<file path="src/rtl/frame_capture_ctrl_if.sv">
// Bundles the pixel stream, capture control/status and BRAM write port of frame_capture_ctrl.
// The 'continuous' signal exists only when FRAME_CAPTURE_CONT_EN is defined.
interface frame_capture_ctrl_if #(
  parameter int WIDTH_COLOR = 4,
  parameter int WIDTH_ADDR  = 16
) ();
  logic                   write_next_frame;
  logic                   pix_valid;
  logic [WIDTH_COLOR-1:0] pix_data;
  logic                   href;
  logic                   vsync;
`ifdef FRAME_CAPTURE_CONT_EN
  logic                   continuous;
`endif
  logic                   busy;
  logic                   done;
  logic                   short_frame;
  logic                   ena;
  logic                   wea;
  logic [WIDTH_ADDR-1:0]  address;
  logic [WIDTH_COLOR-1:0] color_write;

  modport slave (
    input  write_next_frame, pix_valid, pix_data, href, vsync,
`ifdef FRAME_CAPTURE_CONT_EN
    input  continuous,
`endif
    output busy, done, short_frame, ena, wea, address, color_write
  );

  modport master (
    output write_next_frame, pix_valid, pix_data, href, vsync,
`ifdef FRAME_CAPTURE_CONT_EN
    output continuous,
`endif
    input  busy, done, short_frame, ena, wea, address, color_write
  );
endinterface

</file>
<file path="src/rtl/frame_capture_ctrl.sv">
// Camera-to-BRAM frame grabber: windows and decimates one gray frame per request into the image BRAM.
// Optional FRAME_CAPTURE_CONT_EN adds a 'continuous' input that re-arms after each frame.
module frame_capture_ctrl #(
  parameter int WIDTH_COLOR = 4,
  parameter int WIDTH_ADDR  = 16,
  parameter int WIDTH_IMG   = 200,
  parameter int HEIGHT_IMG  = 200,
  parameter int X_OFFSET    = 0,
  parameter int Y_OFFSET    = 0,
  parameter int DECIM_X     = 2,
  parameter int DECIM_Y     = 2
) (
  input logic                  pixel_clk,
  input logic                  rst,
  frame_capture_ctrl_if.slave  bus
);

  localparam int XW  = $clog2(X_OFFSET + 2);
  localparam int YW  = $clog2(Y_OFFSET + 2);
  localparam int PXW = $clog2(DECIM_X + 1);
  localparam int PYW = $clog2(DECIM_Y + 1);
  localparam int CW  = $clog2(WIDTH_IMG + 1);
  localparam int RW  = $clog2(HEIGHT_IMG + 1);

  localparam logic [XW-1:0]         XOFF     = XW'(X_OFFSET);
  localparam logic [YW-1:0]         YOFF     = YW'(Y_OFFSET);
  localparam logic [PXW-1:0]        PX_LAST  = PXW'(DECIM_X - 1);
  localparam logic [PYW-1:0]        PY_LAST  = PYW'(DECIM_Y - 1);
  localparam logic [CW-1:0]         COL_MAX  = CW'(WIDTH_IMG);
  localparam logic [CW-1:0]         COL_LAST = CW'(WIDTH_IMG - 1);
  localparam logic [RW-1:0]         ROW_MAX  = RW'(HEIGHT_IMG);
  localparam logic [RW-1:0]         ROW_LAST = RW'(HEIGHT_IMG - 1);
  localparam logic [WIDTH_ADDR-1:0] ROW_STEP = WIDTH_ADDR'(WIDTH_IMG);

  typedef enum logic [1:0] {S_IDLE, S_ARMED, S_CAPTURE, S_DONE} state_t;

  state_t                 state_q, state_d;
  logic                   href_q, vsync_q;
  logic [XW-1:0]          xcnt_q, xcnt_d;
  logic [PXW-1:0]         xph_q, xph_d;
  logic [CW-1:0]          col_q, col_d;
  logic [YW-1:0]          ycnt_q, ycnt_d;
  logic [PYW-1:0]         yph_q, yph_d;
  logic [RW-1:0]          row_q, row_d;
  logic [WIDTH_ADDR-1:0]  row_base_q, row_base_d;
  logic                   last_wr_q, last_wr_d;
  logic                   short_q, short_d;
  logic                   ena_q, ena_d;
  logic [WIDTH_ADDR-1:0]  addr_q, addr_d;
  logic [WIDTH_COLOR-1:0] color_q, color_d;

  logic           href_rise, href_fall, vsync_rise, cont;
  logic [XW-1:0]  x_cnt;
  logic [PXW-1:0] x_ph;
  logic [CW-1:0]  col_eff;
  logic           pix_in, x_in, y_in, store, store_last;

`ifdef FRAME_CAPTURE_CONT_EN
  assign cont = bus.continuous;
`else
  assign cont = 1'b0;
`endif

  assign href_rise  = bus.href & ~href_q;
  assign href_fall  = ~bus.href & href_q;
  assign vsync_rise = bus.vsync & ~vsync_q;

  // Horizontal counters read as zero on the href-rise cycle so that cycle's pixel is src_x 0.
  assign x_cnt   = href_rise ? '0 : xcnt_q;
  assign x_ph    = href_rise ? '0 : xph_q;
  assign col_eff = href_rise ? '0 : col_q;

  assign pix_in     = (state_q == S_CAPTURE) && bus.pix_valid && bus.href;
  assign x_in       = (x_cnt == XOFF);
  assign y_in       = (ycnt_q == YOFF);
  assign store      = pix_in && x_in && (x_ph == '0) && (col_eff < COL_MAX)
                      && y_in && (yph_q == '0) && (row_q < ROW_MAX);
  assign store_last = store && (row_q == ROW_LAST) && (col_eff == COL_LAST);

  always_comb begin
    state_d    = state_q;
    xcnt_d     = x_cnt;
    xph_d      = x_ph;
    col_d      = col_eff;
    ycnt_d     = ycnt_q;
    yph_d      = yph_q;
    row_d      = row_q;
    row_base_d = row_base_q;
    last_wr_d  = 1'b0;
    short_d    = short_q;
    ena_d      = 1'b0;
    addr_d     = addr_q;
    color_d    = color_q;

    // Offset counters saturate at the offset; past it the phase counters do the decimation.
    if (pix_in) begin
      if (!x_in) begin
        xcnt_d = x_cnt + 1'b1;
      end else begin
        xph_d = (x_ph == PX_LAST) ? '0 : x_ph + 1'b1;
        if ((x_ph == '0) && (col_eff < COL_MAX)) col_d = col_eff + 1'b1;
      end
    end

    if ((state_q == S_CAPTURE) && href_fall) begin
      if (!y_in) begin
        ycnt_d = ycnt_q + 1'b1;
      end else begin
        yph_d = (yph_q == PY_LAST) ? '0 : yph_q + 1'b1;
        if ((yph_q == '0) && (row_q < ROW_MAX)) begin
          row_d      = row_q + 1'b1;
          row_base_d = row_base_q + ROW_STEP;
        end
      end
    end

    if (store) begin
      ena_d     = 1'b1;
      addr_d    = row_base_q + WIDTH_ADDR'(col_eff);
      color_d   = bus.pix_data;
      last_wr_d = store_last;
    end

    unique case (state_q)
      S_IDLE: begin
        if (bus.write_next_frame) begin
          state_d = S_ARMED;
          short_d = 1'b0;
        end
      end
      S_ARMED: begin
        if (vsync_rise) begin
          state_d    = S_CAPTURE;
          xcnt_d     = '0;
          xph_d      = '0;
          col_d      = '0;
          ycnt_d     = '0;
          yph_d      = '0;
          row_d      = '0;
          row_base_d = '0;
        end
      end
      S_CAPTURE: begin
        // A vsync rise coinciding with the final pixel still lets that frame finish complete.
        if (last_wr_q) begin
          state_d = S_DONE;
          short_d = 1'b0;
        end else if (vsync_rise && !store_last) begin
          state_d = S_DONE;
          short_d = 1'b1;
        end
      end
      S_DONE: begin
        if (cont) begin
          state_d = S_ARMED;
          short_d = 1'b0;
        end else begin
          state_d = S_IDLE;
        end
      end
      default: state_d = S_IDLE;
    endcase
  end

  always_ff @(posedge pixel_clk) begin
    if (rst) begin
      state_q    <= S_IDLE;
      href_q     <= 1'b0;
      vsync_q    <= 1'b0;
      xcnt_q     <= '0;
      xph_q      <= '0;
      col_q      <= '0;
      ycnt_q     <= '0;
      yph_q      <= '0;
      row_q      <= '0;
      row_base_q <= '0;
      last_wr_q  <= 1'b0;
      short_q    <= 1'b0;
      ena_q      <= 1'b0;
      addr_q     <= '0;
      color_q    <= '0;
    end else begin
      state_q    <= state_d;
      href_q     <= bus.href;
      vsync_q    <= bus.vsync;
      xcnt_q     <= xcnt_d;
      xph_q      <= xph_d;
      col_q      <= col_d;
      ycnt_q     <= ycnt_d;
      yph_q      <= yph_d;
      row_q      <= row_d;
      row_base_q <= row_base_d;
      last_wr_q  <= last_wr_d;
      short_q    <= short_d;
      ena_q      <= ena_d;
      addr_q     <= addr_d;
      color_q    <= color_d;
    end
  end

  assign bus.busy        = (state_q == S_ARMED) || (state_q == S_CAPTURE);
  assign bus.done        = (state_q == S_DONE);
  assign bus.short_frame = short_q;
  assign bus.ena         = ena_q;
  assign bus.wea         = ena_q;
  assign bus.address     = addr_q;
  assign bus.color_write = color_q;

endmodule

</file>
<file path="src/flat_wrapper.sv">
// flat-port wrapper written by rule: the top's interface ports become plain ports
module frame_capture_ctrl_flat 
#(
  parameter int WIDTH_COLOR = 4,
  parameter int WIDTH_ADDR  = 16,
  parameter int WIDTH_IMG   = 200,
  parameter int HEIGHT_IMG  = 200,
  parameter int X_OFFSET    = 0,
  parameter int Y_OFFSET    = 0,
  parameter int DECIM_X     = 2,
  parameter int DECIM_Y     = 2
)
  (pixel_clk, rst, bus_write_next_frame, bus_pix_valid, bus_pix_data, bus_href, bus_vsync, bus_busy, bus_done, bus_short_frame, bus_ena, bus_wea, bus_address, bus_color_write);
  frame_capture_ctrl_if #(.WIDTH_COLOR(WIDTH_COLOR), .WIDTH_ADDR(WIDTH_ADDR)) bus_i ();
  input logic pixel_clk;
  input logic rst;
  input wire logic [$bits(bus_i.write_next_frame)-1:0] bus_write_next_frame;
  input wire logic [$bits(bus_i.pix_valid)-1:0] bus_pix_valid;
  input wire logic [$bits(bus_i.pix_data)-1:0] bus_pix_data;
  input wire logic [$bits(bus_i.href)-1:0] bus_href;
  input wire logic [$bits(bus_i.vsync)-1:0] bus_vsync;
  output wire logic [$bits(bus_i.busy)-1:0] bus_busy;
  output wire logic [$bits(bus_i.done)-1:0] bus_done;
  output wire logic [$bits(bus_i.short_frame)-1:0] bus_short_frame;
  output wire logic [$bits(bus_i.ena)-1:0] bus_ena;
  output wire logic [$bits(bus_i.wea)-1:0] bus_wea;
  output wire logic [$bits(bus_i.address)-1:0] bus_address;
  output wire logic [$bits(bus_i.color_write)-1:0] bus_color_write;
  assign bus_i.write_next_frame = bus_write_next_frame;
  assign bus_i.pix_valid = bus_pix_valid;
  assign bus_i.pix_data = bus_pix_data;
  assign bus_i.href = bus_href;
  assign bus_i.vsync = bus_vsync;
  assign bus_busy = bus_i.busy;
  assign bus_done = bus_i.done;
  assign bus_short_frame = bus_i.short_frame;
  assign bus_ena = bus_i.ena;
  assign bus_wea = bus_i.wea;
  assign bus_address = bus_i.address;
  assign bus_color_write = bus_i.color_write;
  frame_capture_ctrl #(.WIDTH_COLOR(WIDTH_COLOR), .WIDTH_ADDR(WIDTH_ADDR), .WIDTH_IMG(WIDTH_IMG), .HEIGHT_IMG(HEIGHT_IMG), .X_OFFSET(X_OFFSET), .Y_OFFSET(Y_OFFSET), .DECIM_X(DECIM_X), .DECIM_Y(DECIM_Y)) u_core (.pixel_clk(pixel_clk), .rst(rst), .bus(bus_i));
endmodule
</file>
<file path="config.mk">
export PLATFORM = sky130hd
export DESIGN_NAME = frame_capture_ctrl_flat
export DESIGN_NICKNAME = d
export VERILOG_FILES = /design/src/rtl/frame_capture_ctrl_if.sv /design/src/rtl/frame_capture_ctrl.sv /design/src/flat_wrapper.sv
export SDC_FILE = /design/constraint.sdc
export NUM_CORES = 1
export LEC_CHECK = 0
export BUFFER_PORTS_ARGS = -buffer_cell sky130_fd_sc_hd__buf_4
export CORE_MARGIN = 2
export CORE_UTILIZATION = 40
export DETAILED_ROUTE_END_ITERATION = 12
export GPL_TIMING_DRIVEN = 0
export PLACE_DENSITY = 0.7
export SLEW_MARGIN = 30
export SYNTH_ARGS = -nofsm -noshare
export SYNTH_HDL_FRONTEND = slang
export SYNTH_SLANG_ARGS = --single-unit
</file>
<file path="constraint.sdc">
create_clock -name pixel_clk -period 3.1 [get_ports pixel_clk]
set_clock_uncertainty 0.1 [all_clocks]
set_input_delay 0.465 -clock pixel_clk [delete_from_list [all_inputs] [get_ports pixel_clk]]
set_output_delay 0.465 -clock pixel_clk [all_outputs]
set_load 0.01 [all_outputs]
</file>
# Word level (Yosys, flattened, before mapping)
# Index checks and enable logic that the tools add are counted.
[classes]
n_addsub = 8
order_cmp = 2
bitwise = 9
eq_ne = 10
n_reduce_logical = 23
n_mux = 46
[op_table]
columns = ["operator", "count"]
rows = [
  ["two-way mux 8 bit", 11],
  ["two-way mux 16 bit", 5],
  ["two-way mux 2 bit", 15],
  ["adder 16 x 8 -> 16 bit", 1],
  ["adder 16 x 8 -> 16 bit, second input constant", 1],
  ["adder 8 x 1 -> 8 bit, second input constant", 2],
  ["equality test 8 bit, second input constant", 2],
  ["less-than comparator 8 bit, second input constant", 2],
  ["logical AND 1 bit", 14],
  ["two-way mux 1 bit", 13],
  ["one-hot mux 2 bit (4 select lines)", 1],
  ["equality test 2 x 1 -> 1 bit, second input constant", 3],
  ["logical NOT 2 bit", 3],
  ["NOT 1 bit", 6],
  ["AND reduction 3 bit", 2],
  ["adder 2 x 1 -> 2 bit, second input constant", 2],
  ["equality test 2 bit, second input constant", 2],
  ["AND 1 bit", 3],
  ["!= test 3 x 1 -> 1 bit, second input constant", 1],
  ["adder 1 bit, second input constant", 2],
  ["!= test 2 x 1 -> 1 bit, second input constant", 1],
  ["!= test 2 bit, second input constant", 1],
  ["one-hot mux 1 bit (2 select lines)", 1],
  ["nonzero test 2 bit", 1],
  ["other kinds (3)", 3],
]
[totals]
output_inout_bits = 25
elab_cells = 113
inputBits = 10
regBits = 65

# Depth between registers and ports, before layout
# Gate-level depths: netlist of the first run.
[logic_depth]
depth_word = 17
ltp_mapped = 10
mapped_depth_nobuf = 9

# Worst setup path before layout of the first run
# Ideal clock, no wire load.
[synth_timing]
kind = "input to register"
startpoint = "input bus_href"
endpoint = "register u_core.addr_q[10], in the netlist u_core.bus.address[10]"
required_time_ns = 2.909
stages = 10
setup_slack_ns = 0.413
t_arrival_ns = 2.496
cell_sequence = "nand2b_1 > clkbuf_1 > nand2_1 > inv_1 > ha_1 > a211oi_1 > nor2_1 > o41ai_2 > o21ai_0 > a311oi_1"
[synth_between]
elab_chain_len = 9
word_cells_on_any_way = 15
cone_classes = "1 x add/sub; 1 x order compare; 3 x mux; 2 x bitwise; 8 x reduce/logical"
[synth_lines]
columns = ["item", "line_no", "rtl"]
rows = [
  ["start, declared", "flat_wrapper.sv:20", "input wire logic [$bits(bus_i.href)-1:0] bus_href;"],
  ["branches (longest 9 deep; another with less-than comparator 8 bit)", "-", ""],
  ["end signal, assigned", "frame_capture_ctrl.sv:196", "addr_q <= addr_d;"],
  ["end, declared", "frame_capture_ctrl.sv:49", "logic [WIDTH_ADDR-1:0] addr_q, addr_d;"],
]
# Parallel ways; which one is timed is not known.
# A chain may end at the register's enable or synchronous reset.

# Final worst setup path of the first run
[layout_timing]
startpoint = "register u_core.href_q"
endpoint = "register u_core.addr_q[10], in the netlist u_core.bus.address[10]"
[layout_between]
elab_chain_len = 10
word_cells_on_any_way = 15
cone_classes = "1 x add/sub; 1 x order compare; 3 x mux; 3 x bitwise; 7 x reduce/logical"
[layout_lines]
columns = ["item", "line_no", "rtl"]
rows = [
  ["start, declared", "frame_capture_ctrl.sv:38", "logic href_q, vsync_q;"],
  ["start signal, assigned", "frame_capture_ctrl.sv:184", "href_q <= bus.href;"],
  ["NOT 1 bit (*)", "frame_capture_ctrl.sv:64", "assign href_rise = bus.href & ~href_q;"],
  ["AND 1 bit (*)", "frame_capture_ctrl.sv:64", ""],
  ["branches (longest 8 deep; another with less-than comparator 8 bit)", "-", ""],
]
# Every way passes the cells marked *.

==> metrics.md, run 1 <==
| Metric | Value |
|---|---|
| Synthesis warning total | `0` |
| Type of origin of the critical path | `register` |
| Most frequently used flop master after synthesis | `sky130_fd_sc_hd__dfxtp_1` |
| Cell count after synthesis | `360` |
| 1st-pass router iterations | `5` |
| Clock buffer depth | `2` |
| F_max | `approximately 360 MHz` |
| Final number of setup-violating endpoints | `0` |
| Die footprint | `approximately 8300 um^2` |
| Fraction of final layout cells sized beyond drive strength 1 | `about 16%` |
| Required time worst endpoint | `about 3.3 ns` |
| Xor and xnor area share after synthesis | `under 10%` |
| Average vias per placed instance | `approximately 5.2` |
| Area after DPL | `roughly 3400 um^2` |
| Tmin final | `2.80 ns` |
| Launch point of the worst reg-to-reg path | `u_core.href_q` |
| Clock root buffer master | `sky130_fd_sc_hd__clkbuf_8` |
| Status | `complete, no violations` |
| Mean post-synth cell area | `8.39 um^2` |
| Total congestion overflow | `0` |
| Number of DRC violations after detailed-routing iteration 0 | `93` |
| DRC errors left | `0` |
| Util after Layout | `50.0%` |
| Final instance area | `around 3600 um^2` |
| P&R area growth vs syn | `20.7%` |
| Start-to-end type of the worst setup path | `reg -> reg` |
| Buffers on Ports | `34` |
| Weighted congestion at the end of routability-driven global placement | `between 0.9 and 1` |
| DP Wirelength | `around 5 mm` |
| Critical Path AT | `between 2 and 3 ns` |
| Area fraction in and, or, nand and nor cells after synthesis | `roughly 26%` |
| Summed instance area of the synthesized netlist | `3020 um^2` |
| Max-Slew Margin vs Limit | `a little over half` |
| Boundary Pins | `35` |
| Later-pin clock latency in the skew report | `between 0.3 and 0.4 ns` |
| Pwr Density | `between 500 and 600 nW/um^2` |
| Wire length of the first global-routing pass | `between 10 and 15 mm` |
| Share of the synthesized area in compound gates (AO/OA/AOI/OAI) | `about 16%` |
| Gr usage total | `~17%` |
| Fin crit share | `between 90% and 100%` |
| Measured slew at the worst slew-check pin | `0.678 ns` |
| Number of storage elements in the synthesis netlist | `62` |
| Number of nets with antenna violations after detailed routing | `0` |
| Via count of the first global-routing pass | `2457` |
| Initial cell density of the core | `41.4%` |
| Count of pins over their slew limit | `0` |
| Syn_nets | `between 300 and 400` |
| Largest family of logic cells by synthesized area | `simple AND/OR/NAND/NOR gates` |
| Detailed-route via count | `around 2.6k` |
| Timing startpoint of the critical path | `u_core.href_q` |
| Hold WC Path Type | `in -> reg` |
| Endpoint kind of the worst setup timing path | `register` |
| Largest net degree at the start of global routing | `13` |
| Worst-path clk slew | `about 0.07 ns` |
| Final hold violations | `0` |
| Clock buffers created by TritonCTS | `9` |
| Fill cell count | `a little over 700` |
| Critical Path Fanout Max | `10` |
| Total leakage power | `around 1.4 nW` |
| X dimension of the die | `~91 um` |
| Start point of the worst hold path | `bus_vsync` |
| RSZ-0062 raised after global routing | `no` |
| Async set-reset flop share out of synthesis | `0%` |
| Row count | `31` |
| Level count of the clock H-tree | `3` |
| Floorplan die height | `about 90 um` |
| Max-cap violations | `0` |
| Proportion of synthesized chip area in sequential cells | `approximately two fifths` |
| Number of buffers inserted by hold repair at cts | `0` |
| Sinks on Clock Net | `62` |
| Number of antenna violations at the first check in global routing | `0` |
| Nets | `430` |
| Ant diodes | `0` |
| Worst voltage drop across the vdd grid | `around 0.00037 V` |
| Routed wire length per instance | `13.3 um` |
| Number of enable flip-flop cells after synthesis | `0` |
| Wire length after detailed routing | `6.79 mm` |
| Yosys cell types | `between 40 and 50` |
| Post-synthesis adder-cell area fraction | `5.80%` |
| CORE AREA | `between 7000 and 8000 um^2` |
| CTS tree | `yes` |
| Share of synthesized area spent on multiplexers | `less than 1%` |
==> per-layer routing <==
metal	up-vias	part of all wire, %	global-route usage, %
met1	1210	47	21.8
met2	71	46	27.2
met5	-	0	0
met4	0	1.4	7.45
met3	10	5.6	3.92
li1	1352	-	-
==> cell type report <==
| type | count | area, um^2 | share of cell area, % |
|---|---|---|---|
| Clock buffer | 9 | 124 | 3.40 |
| Tap cell | 99 | 124 | 3.40 |
| Sequential cell | 62 | 1240 | 34.0 |
| Multi-Input combinational cell | 275 | 1700 | 46.6 |
| Clock inverter | 7 | 97.6 | 2.68 |
| Buffer | 15 | 67.6 | 1.85 |
| Timing Repair Buffer | 35 | 263 | 7.21 |
| Inverter | 8 | 30.0 | 0.824 |
==> critical path: stages (launching register included) <==
cell	delay (ns)
sky130_fd_sc_hd__dfxtp_1	0.34
sky130_fd_sc_hd__nand2b_1	0.19
sky130_fd_sc_hd__clkbuf_2	0.20
sky130_fd_sc_hd__nand2_1	0.17
sky130_fd_sc_hd__inv_1	0.06
sky130_fd_sc_hd__ha_1	0.34
sky130_fd_sc_hd__a211oi_2	0.29
sky130_fd_sc_hd__nor2_1	0.14
sky130_fd_sc_hd__o41ai_4	0.32
sky130_fd_sc_hd__buf_4	0.20
sky130_fd_sc_hd__o21ai_0	0.08
sky130_fd_sc_hd__a311oi_1	0.28
==> synth_stat cells (2+ instances only) <==
cell | n | area share (%)
sky130_fd_sc_hd__a211oi_1 | 4 | 0.99
sky130_fd_sc_hd__a21o_1 | 4 | 0.99
sky130_fd_sc_hd__a21oi_1 | 26 | 4.3
sky130_fd_sc_hd__a311oi_1 | 6 | 1.7
sky130_fd_sc_hd__a31oi_1 | 3 | 0.62
sky130_fd_sc_hd__and2_1 | 5 | 1.0
sky130_fd_sc_hd__and3_1 | 6 | 1.2
sky130_fd_sc_hd__and4_1 | 2 | 0.58
sky130_fd_sc_hd__buf_1 | 2 | 0.25
sky130_fd_sc_hd__buf_2 | 5 | 0.83
sky130_fd_sc_hd__clkbuf_1 | 7 | 0.87
sky130_fd_sc_hd__dfxtp_1 | 62 | 41
sky130_fd_sc_hd__ha_1 | 14 | 5.8
sky130_fd_sc_hd__inv_1 | 8 | 0.99
sky130_fd_sc_hd__mux2i_1 | 2 | 0.66
sky130_fd_sc_hd__nand2_1 | 46 | 5.7
sky130_fd_sc_hd__nand2b_1 | 6 | 1.2
sky130_fd_sc_hd__nand3_1 | 13 | 2.2
sky130_fd_sc_hd__nand4_1 | 9 | 1.9
sky130_fd_sc_hd__nor2_1 | 43 | 5.3
sky130_fd_sc_hd__nor2b_1 | 5 | 1.0
sky130_fd_sc_hd__nor3_1 | 8 | 1.3
sky130_fd_sc_hd__nor4_1 | 3 | 0.62
sky130_fd_sc_hd__o21ai_0 | 14 | 2.3
sky130_fd_sc_hd__o21bai_1 | 3 | 0.75
sky130_fd_sc_hd__o31a_1 | 2 | 0.58
sky130_fd_sc_hd__or3_1 | 10 | 2.1
sky130_fd_sc_hd__xnor2_1 | 14 | 4.1
sky130_fd_sc_hd__xor2_1 | 13 | 3.8
==> through the flow <==
stage,setup slack [ns],instances,hold slack [ns],setup TNS [ns],total power [mW]
finish,0.301,510,0.236,0,1.97
global route,0.0793,510,0.237,0,2.07
CTS,0.0454,510,0.226,0,1.99
detailed placement,-0.360,493,0.325,-1.30,1.20
global placement,-0.320,493,0.317,-1.17,1.19
floorplan,0.413,360,0.308,0,1.09
==> cell usage in the layout, fill, tap and decap left out, types with 8 or more instances in the layout <==
cell type / count
sky130_fd_sc_hd__a21oi_1: 26
sky130_fd_sc_hd__buf_4: 36
sky130_fd_sc_hd__clkbuf_8: 9
sky130_fd_sc_hd__dfxtp_1: 62
sky130_fd_sc_hd__ha_1: 14
sky130_fd_sc_hd__inv_1: 8
sky130_fd_sc_hd__nand2_1: 46
sky130_fd_sc_hd__nand3_1: 13
sky130_fd_sc_hd__nand4_1: 9
sky130_fd_sc_hd__nor2_1: 43
sky130_fd_sc_hd__nor3_1: 8
sky130_fd_sc_hd__o21ai_0: 14
sky130_fd_sc_hd__or3_1: 10
sky130_fd_sc_hd__xnor2_1: 14
sky130_fd_sc_hd__xor2_1: 13
==> worst paths after layout <==
| check | end | slack (ns) | depth (start not counted) |
|---|---|---|---|
| setup / recovery | u_core.bus.address[10] | 0.30 | 11 |
| hold / removal | u_core.vsync_q | 0.24 | 2 |
| setup reg to reg | u_core.bus.address[10] | 0.30 | 11 |
| hold reg to reg | u_core.yph_q[1] | 0.33 | 2 |
==> power by group <==
part           switching [mW]  internal (mW)
clock                   0.336          0.455
combinational           0.184          0.139
sequential             0.0276          0.832
total                   0.548           1.43
==> what timing repair did <==
action	in CTS	in global routing
setup buffers	1	0
pin swaps	1	0
endpoints found under the setup margin	4	4
resized for setup	1	3
==> flip-flops by register name, summed over array words and instances, names as in the netlist, 2 cells and up <==
signal	count
u_core.bus.address	16
u_core.row_base_q	13
u_core.col_q	8
u_core.row_q	8
u_core.bus.color_write	4
u_core.state_q	2
u_core.xph_q	2
u_core.yph_q	2
==> cells by family (layout without fill, tap and decap cells) <==
group	count (synthesis)	after routing
AOI/OAI and AO/OA	70	70
buffers and inverters	23	74
DFF	62	62
muxes	2	2
and+or+nand+nor	161	161
xor gates and xnor gates	27	27
other	1	1
adders and majority gates	14	14
(Power assumes the default switching activity.)
==> run 2: changes to the inputs <==
Settings changed: REMOVE_ABC_BUFFERS set to 1.
==> metrics.md, run 2 (synthesis gave the netlist of run 1 again) <==
| Metric | Value |
|---|---|
| CORE AREA | `7290 um^2 (unchanged)` |
| Wire length of the first global-routing pass | `10.8 mm (-4.4%)` |
| Ant diodes | `0 (unchanged)` |
| Type of origin of the critical path | `register` |
| Count of pins over their slew limit | `0 (unchanged)` |
| Initial cell density of the core | `41.4% (unchanged)` |
| Floorplan die height | `90.9 um (unchanged)` |
| Worst-path clk slew | `0.08 ns (about the same)` |
| Number of nets with antenna violations after detailed routing | `0 (unchanged)` |
| Clock buffer depth | `2 (unchanged)` |
| Critical Path Fanout Max | `13 (+3)` |
| Detailed-route via count | `2595 (-1.8%)` |
| Hold WC Path Type | `in -> reg` |
| Row count | `31 (unchanged)` |
| Buffers on Ports | `34 (unchanged)` |
| Endpoint kind of the worst setup timing path | `register` |
| Setup slack on the worst flop-to-flop path | `0.27 ns (-0.03 ns)` |
| Total congestion overflow | `0 (unchanged)` |
| Launch point of the worst reg-to-reg path | `u_core.href_q` |
| Routed wire length per instance | `12.9 um (-2.8%)` |
| Start point of the worst hold path | `bus_vsync` |
| Fin crit share | `91.2% (+0.95 points)` |
| Later-pin clock latency in the skew report | `0.36 ns (about the same)` |
| Sinks on Clock Net | `62 (unchanged)` |
| Number of antenna violations at the first check in global routing | `0 (unchanged)` |
| Number of DRC violations after detailed-routing iteration 0 | `106 (+14%)` |
| Max-Slew Margin vs Limit | `51.1% (-3.6 points)` |
| Die footprint | `8260 um^2 (unchanged)` |
| Total leakage power | `1.36 nW (-3.5%)` |
| Accumulated negative setup slack | `0 ns (unchanged)` |
| Worst voltage drop across the vdd grid | `0.000450 V (+22%)` |
| Via count of the first global-routing pass | `2398 (-2.4%)` |
| P&R area growth vs syn | `18.4%` |
| Start-to-end type of the worst setup path | `reg -> reg` |
| Hold Crit Depth | `2 (unchanged)` |
| Number of buffers inserted by hold repair at cts | `0 (unchanged)` |
| DRC errors left | `0 (unchanged)` |
| Worst reg2reg path endpoint | `u_core.bus.address[14]` |
| Critical Path AT | `3.00 ns (+0.05 ns)` |
| Average vias per placed instance | `5.25 (+1.4%)` |
| Most used cells in the layout excluding fill and tap cells | `sky130_fd_sc_hd__dfxtp_1, sky130_fd_sc_hd__nand2_1, sky130_fd_sc_hd__nor2_1, sky130_fd_sc_hd__buf_4, sky130_fd_sc_hd__a21oi_1` |
| Gr usage total | `16.2% (-0.75 points)` |
| Status | `complete, no violations` |
| Nets | `414 (-3.7%)` |
| Final hold violations | `0 (unchanged)` |
| RSZ-0062 raised after global routing | `no` |
| Max-cap violations | `0 (unchanged)` |
| Largest net degree at the start of global routing | `33 (+20)` |
| F_max | `354 MHz (-1.0%)` |
| Clock buffers created by TritonCTS | `9 (unchanged)` |
| X dimension of the die | `90.9 um (unchanged)` |
| 1st-pass router iterations | `4 (-1)` |
| Boundary Pins | `35 (unchanged)` |
| Worst-case hold path end point | `u_core.vsync_q` |
| Overall power | `1.96 mW (-0.50%)` |
| R2r worst-path depth | `9 (-2)` |
| Weighted congestion at the end of routability-driven global placement | `0.838 (-11%)` |
| Clock root buffer master | `sky130_fd_sc_hd__clkbuf_8` |
| Fraction of final layout cells sized beyond drive strength 1 | `15.4% (-0.62 points)` |
| CTS tree | `yes` |
| Measured slew at the worst slew-check pin | `0.733 ns (+0.0555 ns)` |
| Wire length after detailed routing | `6.39 mm (-5.9%)` |
| Most frequent standard cell in the layout excluding fill and tap cells | `sky130_fd_sc_hd__dfxtp_1` |
| Largest register FFs | `16 (unchanged)` |
| Final number of setup-violating endpoints | `0 (unchanged)` |
| Pwr Density | `549 nW/um^2 (+1.4%)` |
| DP Wirelength | `4.36 mm (-14%)` |
| Tmin final | `2.83 ns (+0.0294 ns)` |
| Level count of the clock H-tree | `3 (unchanged)` |
| Required time worst endpoint | `3.28 ns (+0.02 ns)` |
[run 2: report_power, final]
group,switching (mW),internal (mW)
Combinational,0.176,0.131
Sequential,0.0269,0.832
Clock,0.343,0.455
Total,0.546,1.42
[run 2: how the worst max path moves through the flow]
stage,startpoint,endpoint
2_1_floorplan,bus_href,u_core.bus.address[10]
3_3_place_gp,bus_href,u_core.bus.address[12]
3_5_place_dp,bus_href,u_core.bus.address[14]
4_1_cts,u_core.state_q[0],u_core.bus.address[9]
5_1_grt,u_core.href_q,u_core.bus.address[12]
6_report,u_core.href_q,u_core.bus.address[14]
[run 2: timing repair]
action | CTS | global route
endpoints found under the setup margin | 1 | 7
gates resized for setup | 1 | 2
setup buffers | 0 | 0
[run 2: routing by layer]
layer	GRT usage (%)	wire length (um)	vias up
met5	0	0	-
li1	-	-	1315
met2	27.5	3000	63
met3	5.34	321	17
met1	19.1	2940	1200
met4	5.56	131	0
[run 2: critical path, cell delays in order (launching register included)]
cell and delay [ns]:
sky130_fd_sc_hd__dfxtp_1 0.34, sky130_fd_sc_hd__nand2b_2 0.29, sky130_fd_sc_hd__nand2_1 0.19, sky130_fd_sc_hd__inv_1 0.06
sky130_fd_sc_hd__ha_1 0.33, sky130_fd_sc_hd__a211oi_1 0.36, sky130_fd_sc_hd__nor2_1 0.16, sky130_fd_sc_hd__o41ai_4 0.53
sky130_fd_sc_hd__o21ai_0 0.14, sky130_fd_sc_hd__a311oi_1 0.26
[run 2: area by class of cell]
class	instances	area, um^2
fill	727	3710
timing repair buffer	34	255
clock inverter	7	98.8
sequential	62	1240
clock buffer	9	124
inverter	8	30.0
multi-input combinational	275	1700
tap	99	124
[run 2: per-stage QoR]
step	util (%)	hold slack (ns)	area [um^2]	cells	setup slack, ns
final	49.1	0.243	3580	494	0.272
after global routing	49.1	0.226	3580	494	0.0400
after CTS	48.9	0.225	3570	494	0.162
after detailed placement	45.7	0.326	3330	478	-0.138
after floorplan	-	0.308	2950	345	0.510
after global placement	45.7	0.317	3330	478	-0.139
==> run 3: changes to the inputs <==
Settings changed: CORE_MARGIN 2 to not set.
==> metrics.md, run 3 (synthesis gave the netlist of run 1 again) <==
| Metric | Value |
|---|---|
| Final instance area | `3540 um^2 (-1.2%)` |
| Area taken by multi-input logic gates | `1700 um^2 (unchanged)` |
| Number of DRC violations after detailed-routing iteration 0 | `147 (+39%)` |
| Sequential cell area | `1240 um^2 (unchanged)` |
| DP Wirelength | `4.41 mm (+1.0%)` |
| Count of pins over their slew limit | `0 (unchanged)` |
| Final hold violations | `0 (unchanged)` |
| Setup slack after layout | `0.271 ns (-0.00105 ns)` |
| Fin crit share | `91.3% (about the same)` |
| Final number of setup-violating endpoints | `0 (unchanged)` |
| Util after Layout | `48.5% (-0.57 points)` |
| Most frequent standard cell in the layout excluding fill and tap cells | `sky130_fd_sc_hd__dfxtp_1` |
| Max-Slew Margin vs Limit | `54.6% (+3.5 points)` |
| Status | `complete, no violations` |
| Ant diodes | `0 (unchanged)` |
| DRT met1 WL | `3.00 mm (+2.4%)` |
| Number of nets with antenna violations after detailed routing | `0 (unchanged)` |
| Initial cell density of the core | `41.4% (unchanged)` |
| Fill cell count | `732 (+0.69%)` |
| Max-cap violations | `0 (unchanged)` |
| Total congestion overflow | `0 (unchanged)` |
| Area after DPL | `3330 um^2 (unchanged)` |
| Instance count after placement with tap cells included | `478 (unchanged)` |
| Worst-path clk slew | `0.07 ns (about the same)` |
| Number of buffers inserted by hold repair at cts | `0 (unchanged)` |
| Buffers on Ports | `34 (unchanged)` |
| CTS tree | `yes` |
| Uppermost layer routed | `met4` |
| Accumulated negative setup slack | `0 ns (unchanged)` |
| DRC errors left | `0 (unchanged)` |
| P&R area growth vs syn | `17.1%` |
| Clock buffer depth | `2 (unchanged)` |
| Die footprint | `7900 um^2 (-4.4%)` |
| Wire length after detailed routing | `6.28 mm (-1.6%)` |
| Overall power | `1.80 mW (-8.6%)` |
| CORE AREA | `7290 um^2 (unchanged)` |
| Via count of the first global-routing pass | `2237 (-6.7%)` |
| Non-filler instance count after layout | `494 (unchanged)` |
| Start-to-end type of the worst setup path | `reg -> reg` |
| Fraction of final layout cells sized beyond drive strength 1 | `15.4% (unchanged)` |
| F_max | `353 MHz (about the same)` |
| Worst slack after detailed placement | `-0.225 ns (-0.0867 ns)` |
| RSZ-0062 raised after global routing | `no` |
| Most used cells in the layout excluding fill and tap cells | `sky130_fd_sc_hd__dfxtp_1, sky130_fd_sc_hd__nand2_1, sky130_fd_sc_hd__nor2_1, sky130_fd_sc_hd__buf_4, sky130_fd_sc_hd__a21oi_1` |
| Type of origin of the critical path | `register` |
| Later-pin clock latency in the skew report | `0.34 ns (-0.02 ns)` |
| Pwr Density | `508 nW/um^2 (-7.5%)` |
| Routed wire length per instance | `12.7 um (-1.6%)` |
| Clock buffers created by TritonCTS | `9 (unchanged)` |
| Gr usage total | `17.1% (+0.96 points)` |
| X dimension of the die | `88.9 um (-2.2%)` |
| Endpoint kind of the worst setup timing path | `register` |
| Tmin final | `2.83 ns (+0.00105 ns)` |
| Total met3 wirelength after detailed routing | `253 um (-21%)` |
| Critical Path AT | `2.98 ns (-0.02 ns)` |
| Required time worst endpoint | `3.26 ns (-0.02 ns)` |
| Average vias per placed instance | `5.12 (-2.5%)` |
| Weighted congestion at the end of routability-driven global placement | `0.911 (+8.8%)` |
| Total leakage power | `1.35 nW (-1.1%)` |
| Hold WC Path Type | `in -> reg` |
| Nets | `415 (+0.24%)` |
| Boundary Pins | `35 (unchanged)` |
| 1st-pass router iterations | `4 (unchanged)` |
| Total met2 wirelength after detailed routing | `2.97 mm (-1.0%)` |
| Hold Worst Slack | `0.243 ns (-0.000556 ns)` |
| Largest register FFs | `16 (unchanged)` |
| Wire length of the first global-routing pass | `10.3 mm (-5.2%)` |
| Number of antenna violations at the first check in global routing | `0 (unchanged)` |
| Critical Path Fanout Max | `13 (unchanged)` |
| Measured slew at the worst slew-check pin | `0.681 ns (-0.0518 ns)` |
| Worst voltage drop across the vdd grid | `0.000364 V (-19%)` |
| Largest net degree at the start of global routing | `33 (unchanged)` |
| Sinks on Clock Net | `62 (unchanged)` |
| Detailed-route via count | `2531 (-2.5%)` |
| Level count of the clock H-tree | `3 (unchanged)` |
| Floorplan die height | `88.9 um (-2.2%)` |
| Row count | `31 (unchanged)` |
| Clock root buffer master | `sky130_fd_sc_hd__clkbuf_8` |
==> run 3: cell count changes in the layout (fill, tap and decap cells not counted) <==
cell,previous run,this run
sky130_fd_sc_hd__buf_4,34,35
sky130_fd_sc_hd__clkbuf_8,9,11
sky130_fd_sc_hd__clkinv_2,1,3
sky130_fd_sc_hd__clkinv_4,3,0
sky130_fd_sc_hd__bufinv_16,2,0
==> run 3: worst paths after layout <==
| check | to | slack (ns) | startpoint | cells after the start |
|---|---|---|---|---|
| hold / removal | u_core.vsync_q | 0.24 | bus_vsync | 2 |
| hold reg to reg | u_core.yph_q[1] | 0.34 | u_core.yph_q[1] | 2 |
| setup / recovery | u_core.bus.address[10] | 0.27 | u_core.href_q | 10 |
| setup reg to reg | u_core.bus.address[10] | 0.27 | u_core.href_q | 10 |
==> run 3: layout make-up <==
cell class | count | share of cell area, %
Inverter | 8 | 0.849
Tap cell | 99 | 3.50
Timing Repair Buffer | 35 | 7.43
Clock buffer | 11 | 4.28
Clock inverter | 4 | 0.637
Multi-Input combinational cell | 275 | 48.2
Sequential cell | 62 | 35.1
==> run 3: worst max-delay path, stage by stage (launching register included) <==
cell and delay [ns]:
sky130_fd_sc_hd__dfxtp_1 0.34, sky130_fd_sc_hd__nand2b_2 0.30, sky130_fd_sc_hd__nand2_1 0.20, sky130_fd_sc_hd__inv_1 0.06
sky130_fd_sc_hd__ha_1 0.33, sky130_fd_sc_hd__a211oi_1 0.38, sky130_fd_sc_hd__nor2_1 0.16, sky130_fd_sc_hd__o41ai_4 0.33
sky130_fd_sc_hd__buf_4 0.20, sky130_fd_sc_hd__o21ai_0 0.08, sky130_fd_sc_hd__a311oi_1 0.26
==> run 3: timing repair <==
| item | 4_1_cts | 5_1_grt |
|---|---|---|
| buffers inserted | 0 | 1 |
| endpoints found under the setup margin | 4 | 5 |
| gates resized for setup | 1 | 2 |
| pin swaps | 0 | 1 |
==> run 3: report_power, final <==
part,total [mW],internal [mW],leakage [nW],switching (mW)
combinational,0.309,0.131,0.754,0.178
sequential,0.860,0.833,0.501,0.0278
clock,0.626,0.324,0.0910,0.302
==> run 3: metal layers <==
metal | up-vias | global-route usage [%]
li1 | 1318 | -
met1 | 1153 | 21.2
met2 | 53 | 28.5
met4 | 0 | 5.43
met3 | 7 | 5.54
met5 | - | 0
